`src/rtl/wifi_rx_pkg.sv`:
```
// Shared definitions for the WiFi UART receive peripheral: register map, status bits, FSM encoding.
package wifi_rx_pkg;

  localparam logic [3:0] REG_DATA   = 4'h0;
  localparam logic [3:0] REG_STATUS = 4'h2;
  localparam logic [3:0] REG_CTRL   = 4'h4;

  localparam int STAT_OVERRUN = 15;
  localparam int STAT_FRAME   = 14;
  localparam int STAT_PARITY  = 13;
  localparam int STAT_FULL    = 9;
  localparam int STAT_EMPTY   = 8;

  localparam int CTRL_CLR_ERR = 0;
  localparam int CTRL_FLUSH   = 1;

  typedef enum logic [2:0] {
    S_IDLE   = 3'd0,
    S_START  = 3'd1,
    S_DATA   = 3'd2,
    S_PARITY = 3'd3,
    S_STOP   = 3'd4
  } rx_state_t;

endpackage

```
`src/rtl/wifi_rx_fifo.sv`:
```
// Byte-wide receive FIFO; flush beats a same-cycle push, push while full only lands with a pop.
module wifi_rx_fifo #(
  parameter int DEPTH = 16
) (
  input  logic       clk,
  input  logic       rst,
  input  logic       i_push,
  input  logic       i_pop,
  input  logic       i_flush,
  input  logic [7:0] i_data,
  output logic [7:0] o_data,
  output logic       o_full,
  output logic       o_empty,
  output logic [6:0] o_count
);

  localparam int AW = $clog2(DEPTH);
  localparam logic [AW:0] FULL_CNT = (AW+1)'(DEPTH);

  logic [7:0]    r_mem [DEPTH];
  logic [AW-1:0] r_wr_ptr;
  logic [AW-1:0] r_rd_ptr;
  logic [AW:0]   r_count;
  logic          w_push;
  logic          w_pop;

  assign o_full  = (r_count == FULL_CNT);
  assign o_empty = (r_count == '0);
  assign o_count = 7'(r_count);
  assign o_data  = r_mem[r_rd_ptr];

  assign w_pop  = i_pop & ~o_empty;
  assign w_push = i_push & (~o_full | w_pop);

  always_ff @(posedge clk or negedge rst) begin
    if (!rst) begin
      r_wr_ptr <= '0;
      r_rd_ptr <= '0;
      r_count  <= '0;
    end else if (i_flush) begin
      r_wr_ptr <= '0;
      r_rd_ptr <= '0;
      r_count  <= '0;
    end else begin
      if (w_push) r_wr_ptr <= r_wr_ptr + 1'b1;
      if (w_pop)  r_rd_ptr <= r_rd_ptr + 1'b1;
      if (w_push && !w_pop)      r_count <= r_count + 1'b1;
      else if (w_pop && !w_push) r_count <= r_count - 1'b1;
    end
  end

  // When full, the write slot equals the head being popped; the head is read before this edge.
  always_ff @(posedge clk) begin
    if (w_push && !i_flush) r_mem[r_wr_ptr] <= i_data;
  end

endmodule

```
`src/rtl/peripheral_wifi_rx.sv`:
```
// WiFi module UART receiver with FIFO and J1 register interface.
// Define WIFI_RX_PARITY_EN for 8E1 framing (even parity); default build is 8N1.
//   state    | meaning
//   S_IDLE   | waiting for falling edge on synchronized rx
//   S_START  | half-bit wait, confirm start bit
//   S_DATA   | sampling 8 data bits LSB first
//   S_PARITY | sampling even parity bit (parity build only)
//   S_STOP   | sampling stop bit, push or flag error
module peripheral_wifi_rx
  import wifi_rx_pkg::*;
#(
  parameter int clkFreq    = 50000000,
  parameter int baudRate   = 115200,
  parameter int FIFO_DEPTH = 16
) (
  input  logic        clk,
  input  logic        rst,
  input  logic [15:0] d_in,
  input  logic        cs,
  input  logic [3:0]  addr,
  input  logic        rd,
  input  logic        wr,
  output logic [15:0] d_out,
  input  logic        rx,
  output logic        rx_irq
);

  localparam int DIV = clkFreq / baudRate;
  localparam int CW  = $clog2(DIV);
  localparam logic [CW-1:0] DIV_M1  = CW'(DIV - 1);
  localparam logic [CW-1:0] HALF_M1 = CW'(DIV / 2 - 1);

  logic [1:0]    r_sync;
  logic          r_rx_d;
  rx_state_t     r_state;
  logic [CW-1:0] r_baud_cnt;
  logic [2:0]    r_bit_cnt;
  logic [7:0]    r_shift;
  logic          r_push;
  logic          r_ferr_set;
  logic          r_overrun;
  logic          r_frame_err;
  logic          w_perr;
  logic          w_rx;
  logic          w_fall;
  logic          w_tick;
  logic          w_pop;
  logic          w_flush;
  logic          w_clr;
  logic          w_ovr_set;
  logic [7:0]    w_head;
  logic          w_full;
  logic          w_empty;
  logic [6:0]    w_count;
  logic [15:0]   w_status;
  logic          w_unused_din;

`ifdef WIFI_RX_PARITY_EN
  logic r_par_ok;
  logic r_perr_set;
  logic r_parity_err;
`endif

  assign w_rx   = r_sync[1];
  assign w_fall = r_rx_d & ~w_rx;
  assign w_tick = (r_baud_cnt == '0);

  always_ff @(posedge clk or negedge rst) begin
    if (!rst) begin
      r_sync <= 2'b11;
      r_rx_d <= 1'b1;
    end else begin
      r_sync <= {r_sync[0], rx};
      r_rx_d <= w_rx;
    end
  end

  always_ff @(posedge clk or negedge rst) begin
    if (!rst) begin
      r_state    <= S_IDLE;
      r_baud_cnt <= '0;
      r_bit_cnt  <= '0;
      r_shift    <= '0;
      r_push     <= 1'b0;
      r_ferr_set <= 1'b0;
`ifdef WIFI_RX_PARITY_EN
      r_par_ok   <= 1'b0;
      r_perr_set <= 1'b0;
`endif
    end else begin
      r_push     <= 1'b0;
      r_ferr_set <= 1'b0;
`ifdef WIFI_RX_PARITY_EN
      r_perr_set <= 1'b0;
`endif
      case (r_state)
        S_IDLE: begin
          if (w_fall) begin
            r_state    <= S_START;
            r_baud_cnt <= HALF_M1;
          end
        end
        S_START: begin
          if (!w_tick) r_baud_cnt <= r_baud_cnt - 1'b1;
          else if (w_rx) r_state <= S_IDLE;
          else begin
            r_state    <= S_DATA;
            r_baud_cnt <= DIV_M1;
            r_bit_cnt  <= '0;
          end
        end
        S_DATA: begin
          if (!w_tick) r_baud_cnt <= r_baud_cnt - 1'b1;
          else begin
            r_shift    <= {w_rx, r_shift[7:1]};
            r_baud_cnt <= DIV_M1;
            r_bit_cnt  <= r_bit_cnt + 1'b1;
`ifdef WIFI_RX_PARITY_EN
            if (r_bit_cnt == 3'd7) r_state <= S_PARITY;
`else
            if (r_bit_cnt == 3'd7) r_state <= S_STOP;
`endif
          end
        end
`ifdef WIFI_RX_PARITY_EN
        S_PARITY: begin
          if (!w_tick) r_baud_cnt <= r_baud_cnt - 1'b1;
          else begin
            r_par_ok   <= (w_rx == ^r_shift);
            r_baud_cnt <= DIV_M1;
            r_state    <= S_STOP;
          end
        end
`endif
        S_STOP: begin
          if (!w_tick) r_baud_cnt <= r_baud_cnt - 1'b1;
          else begin
            r_state <= S_IDLE;
            if (!w_rx) r_ferr_set <= 1'b1;
`ifdef WIFI_RX_PARITY_EN
            else if (!r_par_ok) r_perr_set <= 1'b1;
`endif
            else r_push <= 1'b1;
          end
        end
        default: r_state <= S_IDLE;
      endcase
    end
  end

  assign w_pop     = cs & rd & (addr == REG_DATA);
  assign w_flush   = cs & wr & (addr == REG_CTRL) & d_in[CTRL_FLUSH];
  assign w_clr     = cs & wr & (addr == REG_CTRL) & d_in[CTRL_CLR_ERR];
  assign w_ovr_set = r_push & w_full & ~(w_pop & ~w_empty) & ~w_flush;
  assign w_unused_din = ^d_in[15:2];

  wifi_rx_fifo #(.DEPTH(FIFO_DEPTH)) u_fifo (
    .clk     (clk),
    .rst     (rst),
    .i_push  (r_push),
    .i_pop   (w_pop),
    .i_flush (w_flush),
    .i_data  (r_shift),
    .o_data  (w_head),
    .o_full  (w_full),
    .o_empty (w_empty),
    .o_count (w_count)
  );

  // Set terms are OR-ed after the clear so a same-cycle error survives a clear.
  always_ff @(posedge clk or negedge rst) begin
    if (!rst) begin
      r_overrun   <= 1'b0;
      r_frame_err <= 1'b0;
    end else begin
      r_overrun   <= w_ovr_set  | (r_overrun   & ~w_clr);
      r_frame_err <= r_ferr_set | (r_frame_err & ~w_clr);
    end
  end

`ifdef WIFI_RX_PARITY_EN
  always_ff @(posedge clk or negedge rst) begin
    if (!rst) r_parity_err <= 1'b0;
    else      r_parity_err <= r_perr_set | (r_parity_err & ~w_clr);
  end
  assign w_perr = r_parity_err;
`else
  assign w_perr = 1'b0;
`endif

  always_comb begin
    w_status               = '0;
    w_status[STAT_OVERRUN] = r_overrun;
    w_status[STAT_FRAME]   = r_frame_err;
    w_status[STAT_PARITY]  = w_perr;
    w_status[STAT_FULL]    = w_full;
    w_status[STAT_EMPTY]   = w_empty;
    w_status[6:0]          = w_count;
  end

  always_comb begin
    d_out = '0;
    if (cs) begin
      case (addr)
        REG_DATA:   if (!w_empty) d_out = {8'h00, w_head};
        REG_STATUS: d_out = w_status;
        default:    d_out = '0;
      endcase
    end
  end

  assign rx_irq = ~w_empty | r_overrun | r_frame_err | w_perr;

endmodule

```
`config.mk`:
```
export PLATFORM = sky130hd
export DESIGN_NAME = peripheral_wifi_rx
export DESIGN_NICKNAME = d
export VERILOG_FILES = /design/src/rtl/wifi_rx_pkg.sv /design/src/rtl/wifi_rx_fifo.sv /design/src/rtl/peripheral_wifi_rx.sv
export SDC_FILE = /design/constraint.sdc
export NUM_CORES = 1
export LEC_CHECK = 0
export BUFFER_PORTS_ARGS = -buffer_cell sky130_fd_sc_hd__buf_2
export CAP_MARGIN = 20
export CELL_PAD_IN_SITES_DETAIL_PLACEMENT = 0
export CELL_PAD_IN_SITES_GLOBAL_PLACEMENT = 1
export CORE_ASPECT_RATIO = 1.75
export CORE_UTILIZATION = 35
export CTS_CLUSTER_SIZE = 30
export DETAILED_ROUTE_END_ITERATION = 10
export PLACE_DENSITY_LB_ADDON = 0.1
export SETUP_SLACK_MARGIN = 0.15
export SYNTH_ARGS = -nofsm -noshare
export SYNTH_HDL_FRONTEND = slang
export SYNTH_SLANG_ARGS = --single-unit
```
`constraint.sdc`:
```
create_clock -name clk -period 4.9 [get_ports clk]
set_input_delay 0.735 -clock clk [delete_from_list [all_inputs] [get_ports clk]]
set_output_delay 0.735 -clock clk [all_outputs]
set_load 0.01 [all_outputs]
```
-- Word-level counts from Yosys, hierarchy flattened
Memories as Yosys holds them, arrays and structs flattened.
Cells that the tools add are included.
- add/subtract/negate cells: 6
- equal/unequal tests: 15
- mux-type cells: 35
- bitwise operators: 25
- reductions and logical operators: 19
- operator list (kind ; count):
    9-bit two-way mux ; 5
    9-bit case mux with 4 select lines ; 1
    16-bit case mux with 2 select lines ; 1
    3-bit two-way mux ; 8
    16-bit two-way mux ; 1
    4-bit two-way mux ; 4
    5-bit two-way mux ; 3
    1-bit bitwise AND ; 14
    2-bit != test (second input constant) ; 7
    3-bit case mux with 4 select lines ; 1
    9-bit logical NOT ; 1
    9-bit by 1-bit subtractor with 9-bit output (second input constant) ; 1
    4-bit by 1-bit adder with 4-bit output (second input constant) ; 2
    1-bit two-way mux ; 8
    8-bit two-way mux ; 1
    4-bit AND reduction ; 2
    3-bit == test (second input constant) ; 2
    1-bit inverter ; 6
    3-bit case mux with 2 select lines ; 1
    2-bit nonzero test ; 3
    5-bit by 1-bit adder with 5-bit output (second input constant) ; 1
    5-bit == test (second input constant) ; 1
    5-bit logical NOT ; 1
    1-bit OR ; 5
    16 further kinds ; 20
- flip-flop bits (word level): 43
- memory bits (writable): 128
- input bits: 26
- output and inout bits: 17
- word-level logic and storage cells: 114
- memories: 1
- memories (memory ; depth ; width ; rd ports ; clocked after memory_dff ; wr ports ; RTL line ; text):
    u_fifo.r_mem ; 16 ; 8 ; 1 ; 0 ; 1 ; wifi_rx_fifo.sv:20 ; logic [7:0] r_mem [DEPTH];

-- Longest topological paths before layout
Gate-level depths: netlist of the first run.
- depth in word-level cells: 10
- mapped depth: 12

-- Hierarchy
Synthesis of the first run repeated with hierarchy kept, for this count alone.
- cell total of the unflattened synthesis: 486
- area total of the unflattened synthesis: 7543.5 sq um
- by module, submodules not included (module ; instances ; cells each ; area an instance (sq um)):
    wifi_rx_fifo ; 1 ; 317 ; 5834.3
    peripheral_wifi_rx ; 1 ; 169 ; 1709.1

-- Least setup slack after synthesis of the first run
Ideal clock, no wire load.
- path type: input-to-reg
- start point: input port addr[1]
- end point: register u_fifo.r_count[4]
- setup time: 0.078 ns
- arrival: 3.283 ns
- data required time: 4.822 ns
- path slack: 1.539 ns
- stages on the path: 12
- buffers on the path: 0
- cells stage by stage: or4b_4 o311ai_4 nand2_2 inv_1 ha_1 inv_1 fa_1 a21o_1 a21oi_1 xnor2_1 or3_1 a21oi_1
- cells in the longest elaborated chain, start to end: 8
- elaborated cells between the ends (all ways): 15
- RTL lines (what ; RTL line ; text):
    from (decl) ; peripheral_wifi_rx.sv:20 ; input logic [3:0] addr,
    4-bit logical NOT ; peripheral_wifi_rx.sv:151 ; assign w_pop = cs & rd & (addr == REG_DATA);
    1-bit bitwise AND ; peripheral_wifi_rx.sv:151 ;
    1-bit bitwise AND ; wifi_rx_fifo.sv:32 ; assign w_pop = i_pop & ~o_empty;
    1-bit OR ; wifi_rx_fifo.sv:33 ; assign w_push = i_push & (~o_full | w_pop);
    1-bit bitwise AND ; wifi_rx_fifo.sv:33 ;
    1-bit logical AND or 1-bit logical NOT (tied branches) ; wifi_rx_fifo.sv:47, wifi_rx_fifo.sv:48 ;
    5-bit two-way mux or 1-bit logical AND (tied branches) ; wifi_rx_fifo.sv:47, wifi_rx_fifo.sv:48 ;
    5-bit two-way mux or 3-bit nonzero test (tied branches) ; - ;
    to (signal assigned) ; wifi_rx_fifo.sv:47 ; if (w_push && !w_pop) r_count <= r_count + 1'b1;
    to (signal assigned) ; wifi_rx_fifo.sv:48 ; else if (w_pop && !w_push) r_count <= r_count - 1'b1;
    to (decl) ; wifi_rx_fifo.sv:23 ; logic [AW:0] r_count;
Several ways; a longest one is shown, not always the timed one.
A chain may end at the register's enable or synchronous reset.

-- Worst setup path in the final report of the first run
- start point: register u_fifo.r_rd_ptr[0]
- end point: output port d_out[5]
- cells in the longest elaborated chain, start to end: 4
- RTL lines (what ; RTL line ; text):
    from (decl) ; wifi_rx_fifo.sv:22 ; logic [AW-1:0] r_rd_ptr;
    from (signal assigned) ; wifi_rx_fifo.sv:46 ; if (w_pop) r_rd_ptr <= r_rd_ptr + 1'b1;
    memory 16 x 8 bit ; - ;
    8-bit two-way mux ; peripheral_wifi_rx.sv:205 ; REG_DATA: if (!w_empty) d_out = {8'h00, w_head};
    16-bit case mux with 2 select lines ; peripheral_wifi_rx.sv:204 ; case (addr)
    16-bit two-way mux ; peripheral_wifi_rx.sv:203 ; if (cs) begin
    to (decl) ; peripheral_wifi_rx.sv:23 ; output logic [15:0] d_out,
No other way between the ends.

==> results of run 1 <==
kinds of logic after synthesis:
family,synth area share
flip-flops,0.663
AND/OR/NAND/NOR,0.0903
AO/OA/AOI/OAI,0.0586
multiplexers,0.126
buffers and inverters,0.0238
adder cells (fa/ha/maj),0.0260
XOR/XNOR,0.0118
other,0.000505
metal layers:
| metal | vias up | part of all wire |
|---|---|---|
| li1 | 1903 | - |
| met1 | 2107 | 0.39 |
| met2 | 38 | 0.57 |
| met3 | 20 | 0.024 |
| met5 | - | 0 |
| met4 | 0 | 0.016 |
cell usage after synthesis (6+ instances only):
| cell | count | area (µm²) |
|---|---|---|
| a211oi_1 | 7 | 52.6 |
| a21oi_1 | 19 | 95.1 |
| and2_1 | 7 | 43.8 |
| buf_2 | 6 | 30.0 |
| buf_4 | 6 | 45.0 |
| clkbuf_1 | 12 | 45.0 |
| dfrtp_1 | 40 | 1000 |
| edfxtp_1 | 128 | 3840 |
| ha_1 | 13 | 163 |
| inv_1 | 14 | 52.6 |
| mux2_2 | 13 | 146 |
| mux2i_1 | 9 | 90.1 |
| mux4_2 | 31 | 698 |
| nand2_1 | 22 | 82.6 |
| nand2b_1 | 6 | 37.5 |
| nand3_1 | 12 | 60.1 |
| nor2_1 | 31 | 116 |
| nor2b_1 | 8 | 50.1 |
| nor3_1 | 8 | 40.0 |
| nor4_1 | 6 | 37.5 |
| o21ai_0 | 15 | 75.1 |
| or3_1 | 7 | 43.8 |
cell type report:
type	count	area, µm²
Fill cell	1963	12400
Inverter	14	52.6
Multi-Input combinational cell	274	2340
Timing Repair Buffer	31	185
Clock inverter	15	155
Sequential cell	171	4920
Tap cell	252	315
Clock buffer	17	425
critical path, cell delays in order (launching register included):
cell	delay, ns
dfrtp_1	0.90
buf_4	0.45
mux4_2	0.54
nor2b_1	0.15
a211oi_1	0.23
a211oi_1	0.08
buf_2	0.17
power groups by stage:
| stage | Clock [mW] | Sequential, mW | Combinational (mW) |
|---|---|---|---|
| finish | 1.31 | 1.73 | 0.468 |
| floorplan | 0 | 1.68 | 0.409 |
| global route | 1.40 | 1.75 | 0.531 |
| detailed placement | 0 | 1.77 | 0.472 |
| CTS | 1.35 | 1.74 | 0.475 |
| global placement | 0 | 1.77 | 0.466 |
per-stage QoR:
stage          total power, mW  setup slack [ns]  std cells
6_report                  3.51              1.21        774
5_1_grt                   3.68             0.981        774
4_1_cts                   3.56              1.12        773
3_5_place_dp              2.24              1.15        741
3_3_place_gp              2.23              1.18        741
2_1_floorplan             2.09              1.54        484
worst max path at each step:
stage | to | slack (ns) | cells after the start
5_1_grt | d_out[3] | 0.98 | 6
3_5_place_dp | u_fifo.r_count[4] | 1.15 | 13
2_1_floorplan | u_fifo.r_count[4] | 1.54 | 12
6_report | d_out[5] | 1.21 | 6
3_3_place_gp | u_fifo.r_count[4] | 1.18 | 13
4_1_cts | d_out[5] | 1.12 | 6
state kept, by name (all words and copies together), names as in the netlist:
signal / count
r_baud_cnt: 9
r_ferr_set: 1
r_push: 1
r_overrun: 1
r_bit_cnt: 3
r_frame_err: 1
r_shift: 8
r_state: 3
u_fifo.r_count: 5
r_rx_d: 1
u_fifo.r_rd_ptr: 4
r_sync: 2
u_fifo.r_wr_ptr: 4
u_fifo.r_mem: 128
==> results.sh, run 1 <==
export IMPL_outcome="finished, violations left"
export IMPL_violations="DRC"
export IMPL_cts_root_buf="clkbuf_16"
export IMPL_setup_viol=0
export IMPL_die_h_um=195
export IMPL_num_vias=4068
export IMPL_met2_usage=0.296
export IMPL_fin_area_um2=8400
export IMPL_hold_viol=0
export IMPL_switching_power_mw=1.01
export IMPL_endpoint_kind="primary output"
export IMPL_worstMarginPinSlew_ns=1.05
export IMPL_die_area_um2=21800
export IMPL_drive_gt1_frac=0.232
export IMPL_drt_iter0_markers=281
export IMPL_clock_fmax_ghz=0.271
export IMPL_crit_arrival_ns=2.95
export IMPL_r2r_start="u_fifo.r_count[1]"
export IMPL_fin_hold_ws_ns=0.281
export IMPL_critPathLaunchType="flip-flop"
export IMPL_clk_latency_ns=0.44
export IMPL_leakagePower_nw=2.89
export IMPL_port_buffers=24
export IMPL_ys_types=57
export IMPL_grt_pass1_vias=4131
export IMPL_post_cts_buffers=0
export IMPL_fin_crit_ns=3.69
export IMPL_drc=1
export IMPL_final_common_cell="edfxtp_1"
export IMPL_slew_violations=0
export IMPL_p_sw_frac=0.287
export IMPL_cts_tree="yes"
export IMPL_grt_use_met3=0.0331
export IMPL_cts_resized=0
export IMPL_top_level_ports=43
export IMPL_numCtsBuffers=17
export IMPL_syn_inst=481
export IMPL_rr_worst_depth=12
export IMPL_finClkSkew_ns=0.0129
export IMPL_gp_congestion=0.708
export IMPL_path_max_fanout=16
export IMPL_p_per_area_nw_per_um2=418
export IMPL_synth_seq_area_share=0.663
export IMPL_cts_max_level=4
export IMPL_synth_seq_cells=171
export IMPL_track_usage=0.158
export IMPL_cp_required_ns=4.16
export IMPL_floorplan_initialDensity=0.356
export IMPL_grt_pass1_wl_um=24800
export IMPL_ys_flop_type="edfxtp_1"
export IMPL_ant_nets=0
export IMPL_antenna_cells=0
export IMPL_syn_avg_cell_area_um2=15.4
export IMPL_p_int_mw=2.50
export IMPL_grt_ovfl_total=0
export IMPL_dpl_hpwl_um=10900
export IMPL_syn2layout_area_growth_pct=13.1
export IMPL_rows=70
export IMPL_wl_per_cell_um=20.9
export IMPL_max_slew_margin=0.300
export IMPL_routed_wl_um=16200
export IMPL_fin_setup_tns_ns=0
export IMPL_power_frac_comb=0.133
export IMPL_vias_per_cell=5.26
export IMPL_syn_area_um2=7420
export IMPL_place_area_um2=7800
export IMPL_first_pass_iters=7
export IMPL_clockBufferDepth=2
export IMPL_period_share=0.752
export IMPL_final_nets=549
export IMPL_die_w_um=112
export IMPL_final_core_util=0.403
export IMPL_cts_sinks=171
export IMPL_yosys_warnings=0
export IMPL_peakVddDrop_v=0.000279
export IMPL_cp_startpoint="u_fifo.r_rd_ptr[0]"
export IMPL_synth_edff_count=128
export IMPL_clkPwrFrac=0.374
export IMPL_rsz0062_at_grt="false"
export IMPL_cts_hold_buf=0
export IMPL_clk_pin_slew_ns=0.07
export IMPL_regToRegEndpoint="u_fifo.r_count[4]"
export IMPL_grt_antenna_before_repair=0
export IMPL_critical_path_class="reg2out"
export IMPL_grtUsageMet1=0.174
export IMPL_grt_max_degree=44
export IMPL_hold_class="in2async"
export IMPL_busiest_layer="met2"
export IMPL_final_cell_mix="128 x edfxtp_1, 39 x dfrtp_1, 31 x mux4_2, 31 x nor2_1, 24 x buf_2"
export IMPL_postSynth_asyncResetShare=0.251
export IMPL_reg2reg_slack_ns=1.39
export IMPL_seq_power_share=0.493
export IMPL_maxCapViolations=0
export IMPL_coreArea_um2=20800
No activity file was read; power rests on OpenSTA's default activity.
==> run 2: changes to the inputs <==
==> constraint.sdc (replaced) <==
create_clock -name clk -period 3.6 [get_ports clk]
set_input_delay 0.54 -clock clk [delete_from_list [all_inputs] [get_ports clk]]
set_output_delay 0.54 -clock clk [all_outputs]
set_load 0.01 [all_outputs]
==> results.sh, run 2 (synthesized netlist as in run 1, its figures left out) <==
export IMPL_outcome="finished, violations left"
export IMPL_violations="DRC"
export IMPL_fin_area_um2=8480
export IMPL_die_h_um=195
export IMPL_final_common_cell="edfxtp_1"
export IMPL_vias_per_cell=5.22
export IMPL_clk_pin_slew_ns=0.07
export IMPL_port_buffers=24
export IMPL_die_w_um=112
export IMPL_final_nets=564
export IMPL_gp_congestion=0.746
export IMPL_final_cell_mix="128 x edfxtp_1, 38 x dfrtp_1, 31 x mux4_2, 31 x nor2_1, 24 x buf_2"
export IMPL_clock_fmax_ghz=0.318
export IMPL_path_max_fanout=18
export IMPL_finClkSkew_ns=0.00949
export IMPL_grt_pass1_wl_um=24900
export IMPL_place_area_um2=7930
export IMPL_maxCapViolations=0
export IMPL_cts_max_level=4
export IMPL_fin_setup_tns_ns=0
export IMPL_reg_top3="u_fifo.r_mem: 128 flops, r_baud_cnt: 9 flops, r_shift: 8 flops"
export IMPL_die_area_um2=21800
export IMPL_first_pass_iters=7
export IMPL_floorplan_initialDensity=0.356
export IMPL_antenna_cells=0
export IMPL_grt_pass1_vias=4267
export IMPL_cts_tree="yes"
export IMPL_grt_max_degree=24
export IMPL_regToRegEndpoint="u_fifo.r_count[4]"
export IMPL_cts_hold_buf=0
export IMPL_rr_worst_depth=12
export IMPL_top_register="u_fifo.r_mem"
export IMPL_r2r_start="u_fifo.r_count[3]"
export IMPL_fin_crit_ns=3.15
export IMPL_cp_startpoint="u_fifo.r_rd_ptr[3]"
export IMPL_leakagePower_nw=2.96
export IMPL_crit_arrival_ns=2.61
export IMPL_critical_path_class="reg2out"
export IMPL_max_slew_margin=0.358
export IMPL_setup_viol=0
export IMPL_cp_endpoint="d_out[2]"
export IMPL_drc=1
export IMPL_drive_gt1_frac=0.253
export IMPL_critPathLaunchType="flip-flop"
export IMPL_hold_class="in2async"
export IMPL_ant_nets=0
export IMPL_syn2layout_area_growth_pct=14.3
export IMPL_wl_per_cell_um=20.6
export IMPL_rsz0062_at_grt="false"
export IMPL_p_per_area_nw_per_um2=563
export IMPL_cts_root_buf="clkbuf_16"
export IMPL_grt_antenna_before_repair=0
export IMPL_rows=70
export IMPL_endpoint_kind="primary output"
export IMPL_grt_ovfl_total=0
export IMPL_cts_resized=0
export IMPL_cp_required_ns=3.06
export IMPL_track_usage=0.158
export IMPL_coreArea_um2=20800
export IMPL_drt_iter0_markers=152
export IMPL_peakVddDrop_v=0.000286
export IMPL_num_vias=4119
export IMPL_post_cts_buffers=0
export IMPL_hold_viol=0
export IMPL_clockBufferDepth=2
export IMPL_numCtsBuffers=17
export IMPL_slew_violations=0
export IMPL_largest_reg_flops=128
export IMPL_top_level_ports=43
export IMPL_total_power_mw=4.78
export IMPL_clk_latency_ns=0.43
export IMPL_worstMarginPinSlew_ns=0.963
export IMPL_dpl_hpwl_um=11300
export IMPL_period_share=0.874
export IMPL_routed_wl_um=16300
export IMPL_reg2reg_slack_ns=0.61
export IMPL_cts_sinks=171
run 2: changes by cell type in the layout (fill, tap and decap cells not counted), sizes merged:
cell,before,now
clkinvlp,1,0
clkinv,7,3
buf,31,46
inv,21,26
run 2: through the flow:
stage,std cells,hold WS [ns],util,worst slack [ns]
6_report,789,0.0672,0.407,0.453
5_1_grt,789,0.0985,0.407,0.314
4_1_cts,789,0.0868,0.407,0.295
3_5_place_dp,757,0.353,0.380,0.179
3_3_place_gp,757,0.348,0.380,0.237
2_1_floorplan,484,0.244,-,0.434
run 2: final cells by class:
| class | count | area (µm²) |
|---|---|---|
| Fill cell | 1924 | 12400 |
| Sequential cell | 171 | 4930 |
| Clock inverter | 15 | 130 |
| Tap cell | 252 | 315 |
| Multi-Input combinational cell | 274 | 2340 |
| Inverter | 14 | 52.6 |
| Timing Repair Buffer | 46 | 298 |
| Clock buffer | 17 | 425 |
run 2: per-layer routing:
metal	vias to the layer above	track usage	wire length, µm
met5	-	0	0
met4	0	0.0583	221
met3	15	0.0306	283
met2	49	0.304	9460
met1	2130	0.169	6310
li1	1925	-	-
run 2: how the worst min path moves through the flow:
stage,start,slack (ns),cells after the start,to
final,rst,0.07,1,r_baud_cnt[2]
after global placement,r_sync[0],0.35,0,r_sync[1]
after floorplan,rst,0.24,0,r_baud_cnt[0]
after global routing,rst,0.1,1,r_baud_cnt[2]
after CTS,rst,0.09,1,r_baud_cnt[2]
after detailed placement,r_sync[0],0.35,0,r_sync[1]
run 2: where the power goes:
part,internal [mW],switching (mW),leakage [nW]
registers,2.18,0.166,1.67
clock network,0.912,0.827,0.284
logic,0.336,0.357,1.01
total,3.43,1.35,2.96
run 2: worst max-delay path: stages, from the launching register on:
cell,delay (ns)
dfrtp_1,0.97
mux4_2,0.43
mux2_2,0.30
a221o_1,0.32
buf_2,0.14
